--- config.mk ---
export PLATFORM = sky130hd
export DESIGN_NAME = xain_audio_i2s_flat
export DESIGN_NICKNAME = d
export VERILOG_FILES = /design/src/rtl/xain_audio_i2s_if.sv /design/src/rtl/xain_audio_i2s.sv /design/src/flat_wrapper.sv
export SDC_FILE = /design/constraint.sdc
export NUM_CORES = 1
export LEC_CHECK = 0
export ABC_AREA = 1
export ABC_CLOCK_PERIOD_IN_PS = 3800
export CAP_MARGIN = 20
export CORE_MARGIN = 3
export CORE_UTILIZATION = 55
export DETAILED_ROUTE_END_ITERATION = 10
export PLACE_DENSITY = 0.83
export SLEW_MARGIN = 15
export SYNTH_ARGS = -nofsm -noshare
export SYNTH_HDL_FRONTEND = slang
export SYNTH_SLANG_ARGS = --single-unit
--- constraint.sdc ---
create_clock -name clk -period 3.8 [get_ports clk]
set_clock_uncertainty 0.2 [all_clocks]
set_input_delay 0.38 -clock clk [delete_from_list [all_inputs] [get_ports clk]]
set_output_delay 0.38 -clock clk [all_outputs]
set_load 0.05 [all_outputs]
--- src/rtl/xain_audio_i2s_if.sv ---
// Stereo sample input and I2S DAC pin bundle for the Xain'd Sleena audio stage.
// The core side uses master, the serialiser uses slave.
interface xain_audio_i2s_if;
  logic        sample;
  logic [15:0] snd_l;
  logic [15:0] snd_r;
  logic        mute;
  logic        audio_mclk;
  logic        audio_sclk;
  logic        audio_lrck;
  logic        audio_dac;
  logic        frame_load;
  logic [7:0]  overrun_cnt;

  modport master (
    output sample, snd_l, snd_r, mute,
    input  audio_mclk, audio_sclk, audio_lrck, audio_dac, frame_load, overrun_cnt
  );

  modport slave (
    input  sample, snd_l, snd_r, mute,
    output audio_mclk, audio_sclk, audio_lrck, audio_dac, frame_load, overrun_cnt
  );
endinterface

--- src/rtl/xain_audio_i2s.sv ---
// Buffers one stereo pair from the core and serialises it as I2S for the Pocket DAC.
// MCLK/SCLK/LRCK come from a fractional phase accumulator running on clk.
module xain_audio_i2s #(
  parameter int unsigned CLK_HZ  = 49152000,
  parameter int unsigned MCLK_HZ = 12288000,
  parameter int unsigned ACC_W   = 32
) (
  input logic             clk,
  input logic             reset,
  xain_audio_i2s_if.slave snd
);

  // One extra bit so that 2*MCLK_HZ == CLK_HZ still yields a carry on every clk.
  localparam logic [ACC_W:0] INC = (ACC_W + 1)'(
    ((96'd1 << ACC_W) * 96'd2 * 96'(MCLK_HZ) + 96'(CLK_HZ / 2)) / 96'(CLK_HZ));

  // I2S one-bit delay: slot 0 idles, slots 1..16 carry the word MSB first.
  function automatic logic slot_bit(input logic [4:0] slot, input logic [15:0] word);
    logic [3:0] idx;
    idx = 4'(5'd16 - slot);
    if ((slot >= 5'd1) && (slot <= 5'd16)) begin
      slot_bit = word[idx];
    end else begin
      slot_bit = 1'b0;
    end
  endfunction

  logic [ACC_W-1:0] acc_q, acc_d;
  logic [ACC_W:0]   acc_sum_s;
  logic             htick_s;
  logic             fall_s;
  logic             load_s;

  logic             mclk_q, mclk_d;
  logic [2:0]       div_q, div_d;
  logic             sclk_q, sclk_d;
  logic [5:0]       bitcnt_q, bitcnt_d;
  logic             lrck_q, lrck_d;
  logic             dac_q, dac_d;
  logic             frame_load_q, frame_load_d;

  logic [15:0]      hold_l_q, hold_l_d;
  logic [15:0]      hold_r_q, hold_r_d;
  logic             pending_q, pending_d;
  logic [7:0]       overrun_q, overrun_d;
  logic [15:0]      shift_l_q, shift_l_d;
  logic [15:0]      shift_r_q, shift_r_d;

  // Tick generation and the clock divider chain derived from it.
  always_comb begin
    acc_sum_s = {1'b0, acc_q} + INC;
    acc_d     = acc_sum_s[ACC_W-1:0];
    htick_s   = acc_sum_s[ACC_W];
    fall_s    = htick_s && (div_q == 3'd7);
    load_s    = fall_s && (bitcnt_q == 6'd63);

    mclk_d = mclk_q;
    div_d  = div_q;
    if (htick_s) begin
      mclk_d = ~mclk_q;
      div_d  = div_q + 3'd1;
    end else begin
      mclk_d = mclk_q;
      div_d  = div_q;
    end
    sclk_d = div_d[2];
  end

  // Bit counter, word select and serial data, all advanced on SCLK falling events.
  always_comb begin
    bitcnt_d     = bitcnt_q;
    lrck_d       = lrck_q;
    dac_d        = dac_q;
    frame_load_d = load_s;
    if (fall_s) begin
      bitcnt_d = bitcnt_q + 6'd1;
      lrck_d   = bitcnt_d[5];
      dac_d    = slot_bit(bitcnt_d[4:0], bitcnt_d[5] ? shift_r_q : shift_l_q);
    end else begin
      bitcnt_d = bitcnt_q;
      lrck_d   = lrck_q;
      dac_d    = dac_q;
    end
  end

  // Holding register, pending flag and saturating overrun count.
  always_comb begin
    hold_l_d  = hold_l_q;
    hold_r_d  = hold_r_q;
    pending_d = pending_q;
    overrun_d = overrun_q;
    if (snd.sample) begin
      hold_l_d  = snd.snd_l;
      hold_r_d  = snd.snd_r;
      pending_d = 1'b1;
      // A strobe landing on the load edge refills a slot that is being emptied.
      if (pending_q && !load_s && (overrun_q != 8'hFF)) begin
        overrun_d = overrun_q + 8'd1;
      end else begin
        overrun_d = overrun_q;
      end
    end else if (load_s) begin
      pending_d = 1'b0;
    end else begin
      pending_d = pending_q;
    end
  end

  // Frame load: take the pending pair, replay the last one, or force silence.
  always_comb begin
    shift_l_d = shift_l_q;
    shift_r_d = shift_r_q;
    if (load_s) begin
      if (snd.mute) begin
        shift_l_d = 16'h0000;
        shift_r_d = 16'h0000;
      end else if (pending_q) begin
        shift_l_d = hold_l_q;
        shift_r_d = hold_r_q;
      end else begin
        shift_l_d = shift_l_q;
        shift_r_d = shift_r_q;
      end
    end else begin
      shift_l_d = shift_l_q;
      shift_r_d = shift_r_q;
    end
  end

  // State and output registers.
  always_ff @(posedge clk or posedge reset) begin
    if (reset) begin
      acc_q        <= '0;
      mclk_q       <= 1'b0;
      div_q        <= 3'd0;
      sclk_q       <= 1'b0;
      bitcnt_q     <= 6'd0;
      lrck_q       <= 1'b0;
      dac_q        <= 1'b0;
      frame_load_q <= 1'b0;
      hold_l_q     <= 16'h0000;
      hold_r_q     <= 16'h0000;
      pending_q    <= 1'b0;
      overrun_q    <= 8'd0;
      shift_l_q    <= 16'h0000;
      shift_r_q    <= 16'h0000;
    end else begin
      acc_q        <= acc_d;
      mclk_q       <= mclk_d;
      div_q        <= div_d;
      sclk_q       <= sclk_d;
      bitcnt_q     <= bitcnt_d;
      lrck_q       <= lrck_d;
      dac_q        <= dac_d;
      frame_load_q <= frame_load_d;
      hold_l_q     <= hold_l_d;
      hold_r_q     <= hold_r_d;
      pending_q    <= pending_d;
      overrun_q    <= overrun_d;
      shift_l_q    <= shift_l_d;
      shift_r_q    <= shift_r_d;
    end
  end

  assign snd.audio_mclk  = mclk_q;
  assign snd.audio_sclk  = sclk_q;
  assign snd.audio_lrck  = lrck_q;
  assign snd.audio_dac   = dac_q;
  assign snd.frame_load  = frame_load_q;
  assign snd.overrun_cnt = overrun_q;

endmodule

--- src/flat_wrapper.sv ---
// flat-port wrapper written by rule: the top's interface ports become plain ports
module xain_audio_i2s_flat 
#(
  parameter int unsigned CLK_HZ  = 49152000,
  parameter int unsigned MCLK_HZ = 12288000,
  parameter int unsigned ACC_W   = 32
)
  (clk, reset, snd_sample, snd_snd_l, snd_snd_r, snd_mute, snd_audio_mclk, snd_audio_sclk, snd_audio_lrck, snd_audio_dac, snd_frame_load, snd_overrun_cnt);
  xain_audio_i2s_if snd_i ();
  input logic clk;
  input logic reset;
  input wire logic [$bits(snd_i.sample)-1:0] snd_sample;
  input wire logic [$bits(snd_i.snd_l)-1:0] snd_snd_l;
  input wire logic [$bits(snd_i.snd_r)-1:0] snd_snd_r;
  input wire logic [$bits(snd_i.mute)-1:0] snd_mute;
  output wire logic [$bits(snd_i.audio_mclk)-1:0] snd_audio_mclk;
  output wire logic [$bits(snd_i.audio_sclk)-1:0] snd_audio_sclk;
  output wire logic [$bits(snd_i.audio_lrck)-1:0] snd_audio_lrck;
  output wire logic [$bits(snd_i.audio_dac)-1:0] snd_audio_dac;
  output wire logic [$bits(snd_i.frame_load)-1:0] snd_frame_load;
  output wire logic [$bits(snd_i.overrun_cnt)-1:0] snd_overrun_cnt;
  assign snd_i.sample = snd_sample;
  assign snd_i.snd_l = snd_snd_l;
  assign snd_i.snd_r = snd_snd_r;
  assign snd_i.mute = snd_mute;
  assign snd_audio_mclk = snd_i.audio_mclk;
  assign snd_audio_sclk = snd_i.audio_sclk;
  assign snd_audio_lrck = snd_i.audio_lrck;
  assign snd_audio_dac = snd_i.audio_dac;
  assign snd_frame_load = snd_i.frame_load;
  assign snd_overrun_cnt = snd_i.overrun_cnt;
  xain_audio_i2s #(.CLK_HZ(CLK_HZ), .MCLK_HZ(MCLK_HZ), .ACC_W(ACC_W)) u_core (.clk(clk), .reset(reset), .snd(snd_i));
endmodule
== After elaboration in Yosys (flattened, before gate mapping) ==
Cells that the tools add are included.
Word-level totals
  flip-flop bits (word level): 118
  input port bits: 36
  output and inout port bits: 13
  word-level logic and storage cells: 47
Cells by class
  $add $sub $neg: 5
  $lt $le $gt $ge: 3
  equal/unequal tests: 3
  multiplexer cells: 11
  bitwise operators: 1
  reductions and logical operators: 10
Operators by type and width (number)
  16-bit 2-to-1 mux: 5
  32-bit by 32-bit adder with 33-bit output (second input constant): 1
  8-bit by 1-bit adder with 8-bit output (second input constant): 1
  8-bit != test (second input constant): 1
  6-bit by 1-bit adder with 6-bit output (second input constant): 1
  6-bit == test (second input constant): 1
  5-bit by 1-bit >= comparator with 1-bit output (second input constant): 1
  5-bit <= comparator (second input constant): 1
  1-bit logical AND: 5
  4-bit by 5-bit < comparator with 1-bit output (second input constant): 1
  1-bit binary-select mux with 4-bit select: 1
  1-bit 2-to-1 mux: 4
  2-bit AND reduction: 2
  2-bit nonzero test: 2
  1-bit by 4-bit subtractor with 4-bit output (first input constant): 1
  3-bit by 1-bit adder with 3-bit output (second input constant): 1
  3-bit == test (second input constant): 1
  3-bit 2-to-1 mux: 1
  1-bit logical NOT: 1
  1-bit NOT: 1

== Depth between registers and ports, before layout ==
Gate-level depths: netlist of run 1.
  depth after elaboration: 7
  gate-level depth with buffers: 14
  mapped depth without buffers: 12

== Worst setup path before layout of run 1 ==
Ideal clock, no wire load.
  path type: register to register
  from: reg, netlist name u_core.snd.audio_sclk
  to: reg u_core.overrun_q[7], in the netlist u_core.snd.overrun_cnt[7]
  library setup time: 0.082 ns
  arrival: 1.728 ns
  required time: 3.518 ns
  path slack: 1.790 ns
  cell stages (with the launch flop): 10
  buffers on the path: 0
  clock period less this slack: 2.010 ns
  cell sequence: dfrtp_1 -> ha_1 -> nand2_1 -> nor3_1 -> nand2_1 -> nand2_1 -> nor3_4 -> nand4_2 -> nor2_1 -> xor2_1
RTL lines
  end signal, assigned: RTL line xain_audio_i2s.sv:159  | overrun_q <= overrun_d;
  end, declared: RTL line xain_audio_i2s.sv:45  | logic [7:0] overrun_q, overrun_d;

== Final worst setup path of run 1 ==
  from: reg u_core.div_q[0]
  to: reg u_core.overrun_q[7], in the netlist u_core.snd.overrun_cnt[7]
On the way
  longest elaborated chain between the ends: 7
RTL lines
  start, declared: RTL line xain_audio_i2s.sv:35  | logic [2:0] div_q, div_d;
  start signal, assigned: RTL line xain_audio_i2s.sv:150  | div_q <= div_d;
  3-bit == test: RTL line xain_audio_i2s.sv:54  | fall_s = htick_s && (div_q == 3'd7);
  1-bit logical AND: RTL line xain_audio_i2s.sv:54
  1-bit logical AND: RTL line xain_audio_i2s.sv:55  | load_s = fall_s && (bitcnt_q == 6'd63);
  1-bit logical NOT: RTL line xain_audio_i2s.sv:97  | if (pending_q && !load_s && (overrun_q != 8'hFF)) begin
  1-bit logical AND (2 in a row): RTL line xain_audio_i2s.sv:97
  2-bit AND reduction (no source line)
No other way between the ends.
A chain may end at the register's enable or synchronous reset.

==> results of run 1 <==
## metal layers
layer | track usage, % | wire [um]
met1 | 29.56 | 3787
met2 | 33.48 | 3938
met3 | 3.977 | 301
met4 | 9.422 | 133
met5 | 0 | 0
## Yosys cell counts (2+ instances only)
| master | count | share of area [%] |
|---|---|---|
| inv_1 | 26 | 2.5 |
| clkbuf_1 | 13 | 1.2 |
| o21ai_0 | 39 | 4.9 |
| nand2_1 | 181 | 17 |
| xor2_1 | 9 | 2.0 |
| buf_4 | 5 | 0.95 |
| buf_2 | 3 | 0.38 |
| a21oi_1 | 5 | 0.63 |
| xnor2_1 | 3 | 0.66 |
| nor2_1 | 13 | 1.2 |
| dfrtp_1 | 86 | 54 |
| o21ai_1 | 3 | 0.38 |
| buf_6 | 2 | 0.57 |
| nand3_1 | 59 | 7.4 |
| buf_1 | 2 | 0.19 |
| ha_1 | 5 | 1.6 |
| nor2_2 | 3 | 0.47 |
| o31ai_1 | 2 | 0.38 |
## per-stage QoR
step                instances  utilization [%]  power, mW  hold slack (ns)  cell area [um2]
floorplan                 470                -      1.275           0.2425             3969
global placement          594            64.82      1.411           0.2541             4477
detailed placement        594            64.82      1.418           0.2593             4477
CTS                       610            67.66      2.058           0.1081             4673
global route              610            67.66      2.132           0.1241             4673
finish                    610            67.66      2.048          0.09702             4673
## cell families after synthesis
| group | after synthesis | synth area share (%) |
|---|---|---|
| AO/OA/AOI/OAI | 50 | 6.778 |
| XOR/XNOR | 12 | 2.648 |
| adder cells (fa/ha/maj) | 5 | 1.576 |
| buffers and inverters | 52 | 5.864 |
| flip-flops | 86 | 54.22 |
| AND/OR/NAND/NOR | 265 | 28.91 |
## cell type report
class	instances	area [um2]
Clock buffer	9	123.9
Clock inverter	7	72.57
Fill cell	575	2233
Inverter	27	102.6
Multi-Input combinational cell	332	1584
Sequential cell	86	2152
Tap cell	96	120.1
Timing Repair Buffer	53	518.0
## where the power goes
part           internal (mW)  leakage [nW]  switching [mW]
Combinational          0.135          1.22           0.220
Sequential             0.981          1.10          0.0654
Clock                  0.305        0.0956           0.342
## placed cells by master (no fill, tap or decap), types with 2 or more instances in the layout
cell type | netlist | layout
clkinvlp_4 | 0 | 2
o21ai_1 | 3 | 3
nand2_1 | 181 | 181
buf_4 | 5 | 5
clkdlybuf4s50_1 | 0 | 48
clkbuf_8 | 0 | 9
o21ai_0 | 39 | 39
nor2_1 | 13 | 13
ha_1 | 5 | 5
inv_1 | 26 | 25
nand3_1 | 59 | 59
xor2_1 | 9 | 9
dfrtp_1 | 86 | 86
clkinv_2 | 0 | 3
a21oi_1 | 5 | 5
o31ai_1 | 2 | 2
xnor2_1 | 3 | 3
nor2_2 | 3 | 3
## critical path: cells and delay by family, from the launching register on
family,cells,cell delay (ns)
xor gates and xnor gates,1,0.20
adders and majority gates,2,0.39
DFF,1,0.41
and+or+nand+nor,7,1.49
## state kept, by name, summed over array words and instances (netlist names)
register,flops
u_core.hold_l_q,16
u_core.hold_r_q,16
u_core.shift_l_q,16
u_core.shift_r_q,16
u_core.snd.overrun_cnt,8
u_core.bitcnt_q,5
u_core.div_q,2
u_core.acc_q,1
u_core.pending_q,1
u_core.snd.audio_dac,1
u_core.snd.audio_lrck,1
u_core.snd.audio_mclk,1
u_core.snd.audio_sclk,1
u_core.snd.frame_load,1
## worst paths after layout
kind,from,endpoint,slack (ns),cells after the start
worst min-delay path,reset,u_core.snd.audio_mclk,0.1,2
min in group clk,u_core.snd.audio_mclk,u_core.snd.audio_mclk,0.27,1
worst min register to register,u_core.snd.audio_mclk,u_core.snd.audio_mclk,0.27,1
worst max-delay path,u_core.div_q[0],u_core.snd.overrun_cnt[7],1.01,10
worst max register to register,u_core.div_q[0],u_core.snd.overrun_cnt[7],1.01,10
max in group asynchronous,reset,u_core.hold_r_q[0],2.52,3
==> results.toml, run 1 <==
[clock_network]
cts_tree = "built"
htree_levels = 3
clkSinkCount = 86
cts_resized = 0
cts_setup_buffers = 0
cts-root-buf = "clkbuf_8"
clock_latency_ns = 0.36
path_clk_slew_ns = 0.09
cts_buffers = 9
holdBufCountCts = 0
clk_path_buf_depth = 2

[power]
power_leakage_nw = 2.421
vdd_ir_drop_max_mv = 0.5024
power_density_mw_per_mm2 = 438.2

[die]
dieWidth_um = 90.95
io_pins = 49
initial_core_util_pct = 57.46
dieArea_mm2 = 0.008271
coreArea_mm2 = 0.006907
core.rowCount = 30
die_h_um = 90.95

[placement]
place.gp.congestion = 0.9172
io_buffer_count = 48
place_ws_ns = 1.029
hpwl_um = 5797

[sta]
fmax_ghz = 0.3584
setup_viol = 0
hold_viol_final = 0
worstMarginPinSlew_ns = 0.9204
tns_ns = 0
final.min_clock_period_ns = 2.790
relSlewSlack_pct = 38.57
rsz0062_at_grt = "false"
setup_ws_ns = 1.010
drv_slew = 0
fin_crit_sh_pct = 73.42

[logic_synthesis]
syn-cell-area_mm2 = 0.003969
synth_edf_count = 0
synth_cell_types = 29
yosysWarnings = 0
async_flop_share_pct = 100.0
synthFlopType = "dfrtp_1"
ys_seq_area_share_pct = 54.22
syn_inst = 470
syn_nets = 511
ys_seq_elements = 86
syn_area_per_cell_um2 = 8.444

[critical_path]
worst-setup-path-type = "flop to flop"
cp.arrival_ns = 2.87
cp-start-kind = "flop"
slowest_stage = "dfrtp_1"
worst_path_most_repeated_cell = "nand2_1"
cp.required_ns = 3.88
cp-end-kind = "flop"
crit_chain = "ha_1, ha_1, nand2_1, nor3_1, nand2_1, nand2_1, nor3_4, nand4_2, nor2_1, xor2_1"
cp_max_fo = 11
crit_path_max_incr_delay_ns = 0.41

[drt]
wl_per_cell_um = 13.38
wirelength_um = 8161
viasPerCell = 5.170
route.detailed.drc = 0
num_vias = 3154
first_iter_violations = 180
drtAntennaViolNets = 0
firstDrtPassIters = 4

[grt]
antenna_found_initial = 0
grt_max_degree = 38
grtUsageTotal_pct = 21.50
grt_pass1_wl_um = 14390
gr-total-overflow = 0
first_global_vias = 3080

[outcome]
status = "finished, final reports clean"

[run]
maxCapViolCount = 0

[final_layout]
syn_to_final_growth_pct = 17.75
antenna_cells = 0
layout-drive-gt1-share_pct = 6.420
layout.nets = 550

[min_path]
holdCritPathClass = "input pin to async pin"
Power figures use the tool's default switching activity.
==> run 2: changes to the inputs <==
--- a/config.mk
+++ b/config.mk
@@ -6,12 +6,12 @@
 export NUM_CORES = 1
 export LEC_CHECK = 0
 export ABC_AREA = 1
-export ABC_CLOCK_PERIOD_IN_PS = 3800
+export ABC_CLOCK_PERIOD_IN_PS = 2500
 export CAP_MARGIN = 20
 export CORE_MARGIN = 3
-export CORE_UTILIZATION = 55
+export CORE_UTILIZATION = 50
 export DETAILED_ROUTE_END_ITERATION = 10
-export PLACE_DENSITY = 0.83
+export PLACE_DENSITY = 0.8
 export SLEW_MARGIN = 15
 export SYNTH_ARGS = -nofsm -noshare
 export SYNTH_HDL_FRONTEND = slang
==> constraint.sdc (replaced) <==
create_clock -name clk -period 2.5 [get_ports clk]
set_clock_uncertainty 0.2 [all_clocks]
set_input_delay 0.25 -clock clk [delete_from_list [all_inputs] [get_ports clk]]
set_output_delay 0.25 -clock clk [all_outputs]
set_load 0.05 [all_outputs]
==> results.toml, run 2 (synthesis gave the netlist of run 1 again) <==
[die]
initial_core_util_pct = 53.02
die_h_um = 95.10
io_pins = 49
dieWidth_um = 95.10
core.rowCount = 31
dieArea_mm2 = 0.009043
coreArea_mm2 = 0.007486

[power]
seq_power_share_pct = 52.1
power_leakage_nw = 2.428
power_density_mw_per_mm2 = 646.8
swShare_pct = 31.73
power.switching_uw = 964.4
clkPwrFrac_pct = 30.0
p_int_mw = 2.075
combPwrFrac_pct = 17.9
vdd_ir_drop_max_mv = 0.8144
fin_total_pwr_mw = 3.040

[sta]
fmax_ghz = 0.4301
fin_crit_sh_pct = 93.00
holdWs_ns = 0.1740
final.min_clock_period_ns = 2.325
rsz0062_at_grt = "false"
hold_viol_final = 0
relSlewSlack_pct = 35.54
worstMarginPinSlew_ns = 0.9658
setup_viol = 0
drv_slew = 0
setup_ws_ns = 0.1750
tns_ns = 0

[drt]
drtAntennaViolNets = 0
num_vias = 3226
viasPerCell = 5.237
wirelength_um = 8262
wl_per_cell_um = 13.41
first_iter_violations = 247
route.detailed.drc = 0
firstDrtPassIters = 4

[placement]
place_inst = 600
place.gp.congestion = 0.8878
hpwl_um = 5675
place_ws_ns = 0.1652
io_buffer_count = 48

[grt]
grt_max_degree = 87
grt_pass1_wl_um = 14590
grtUsageTotal_pct = 20.26
antenna_found_initial = 0
first_global_vias = 3204
gr-total-overflow = 0

[run]
maxCapViolCount = 0

[critical_path]
cp_max_fo = 6
worst-setup-path-type = "flop to flop"
cp.required_ns = 2.54
ff2ff_path_depth = 9
cp-start-kind = "flop"
r2r_setup_slack_ns = 0.17
cp-end-kind = "flop"
cp.arrival_ns = 2.37

[final_layout]
stdcell_count = 616
final.fill_count = 638
layout.nets = 553
layout_common_cells = "nand2_1, dfrtp_1, nand3_1, clkdlybuf4s50_1, o21ai_0"
regArea_mm2 = 0.002152
multi_input_area_mm2 = 0.001584
layout_commonest_cell = "nand2_1"
layout-drive-gt1-share_pct = 6.963
syn_to_final_growth_pct = 18.41
antenna_cells = 0

[clock_network]
cts_buffers = 9
cts-root-buf = "clkbuf_8"
clk_path_buf_depth = 2
clock_latency_ns = 0.35
holdBufCountCts = 0
clkSinkCount = 86
path_clk_slew_ns = 0.10
htree_levels = 3
cts_tree = "built"
cts_setup_buffers = 0
cts_resized = 0

[outcome]
status = "finished, final reports clean"

[min_path]
holdCritPathClass = "input pin to async pin"
## run 2: cell types whose count changed in the layout (fill, tap and decap cells not counted)
cell / delta
buf_4: +2
clkinv_2: -2
buf_12: +1
bufinv_16: -1
clkinvlp_4: +1
inv_6: +1
inv_8: +1
## run 2: worst paths after layout
kind | from | end
max in group asynchronous | reset | u_core.shift_l_q[15]
setup reg to reg | u_core.bitcnt_q[0] | u_core.snd.audio_dac
min in group clk | snd_snd_l[4] | u_core.hold_l_q[4]
setup / recovery | u_core.bitcnt_q[0] | u_core.snd.audio_dac
hold / removal | reset | u_core.snd.audio_mclk
hold reg to reg | u_core.snd.audio_mclk | u_core.snd.audio_mclk
## run 2: power by group through the flow
stage | Sequential, mW | Combinational (mW) | Clock (mW)
after floorplan | 1.77 | 0.165 | 0
after global placement | 1.61 | 0.537 | 0
after detailed placement | 1.61 | 0.549 | 0
after CTS | 1.58 | 0.552 | 0.928
after global routing | 1.60 | 0.590 | 0.999
final | 1.58 | 0.545 | 0.911
## run 2: critical path, stage by stage (launching register included)
cell     delay (ns)
dfrtp_1        0.45
inv_1          0.14
ha_1           0.34
nor2_2         0.24
o21ai_0        0.16
or2_1          0.27
o31ai_1        0.23
nor2_1         0.07
nand3_1        0.09
nand2_1        0.05
## run 2: per-stage QoR
step / util (%) / cell area [um2]
global route: 62.78 / 4700
CTS: 62.78 / 4700
global placement: 60.35 / 4518
detailed placement: 60.35 / 4518
finish: 62.78 / 4700
floorplan: - / 3973
## run 2: cell type report
type,instances,share of cell area [%]
Sequential cell,86,45.79
Multi-Input combinational cell,332,33.71
Timing Repair Buffer,56,11.77
Clock buffer,9,2.636
Tap cell,99,2.636
Inverter,27,2.236
Clock inverter,7,1.225
## run 2: per-layer routing
layer  track usage [%]  part of all wire (%)
met5                 0                     0
met4             6.611                   1.4
met3             3.394                   4.6
met2             32.48                    48
met1             28.14                    46
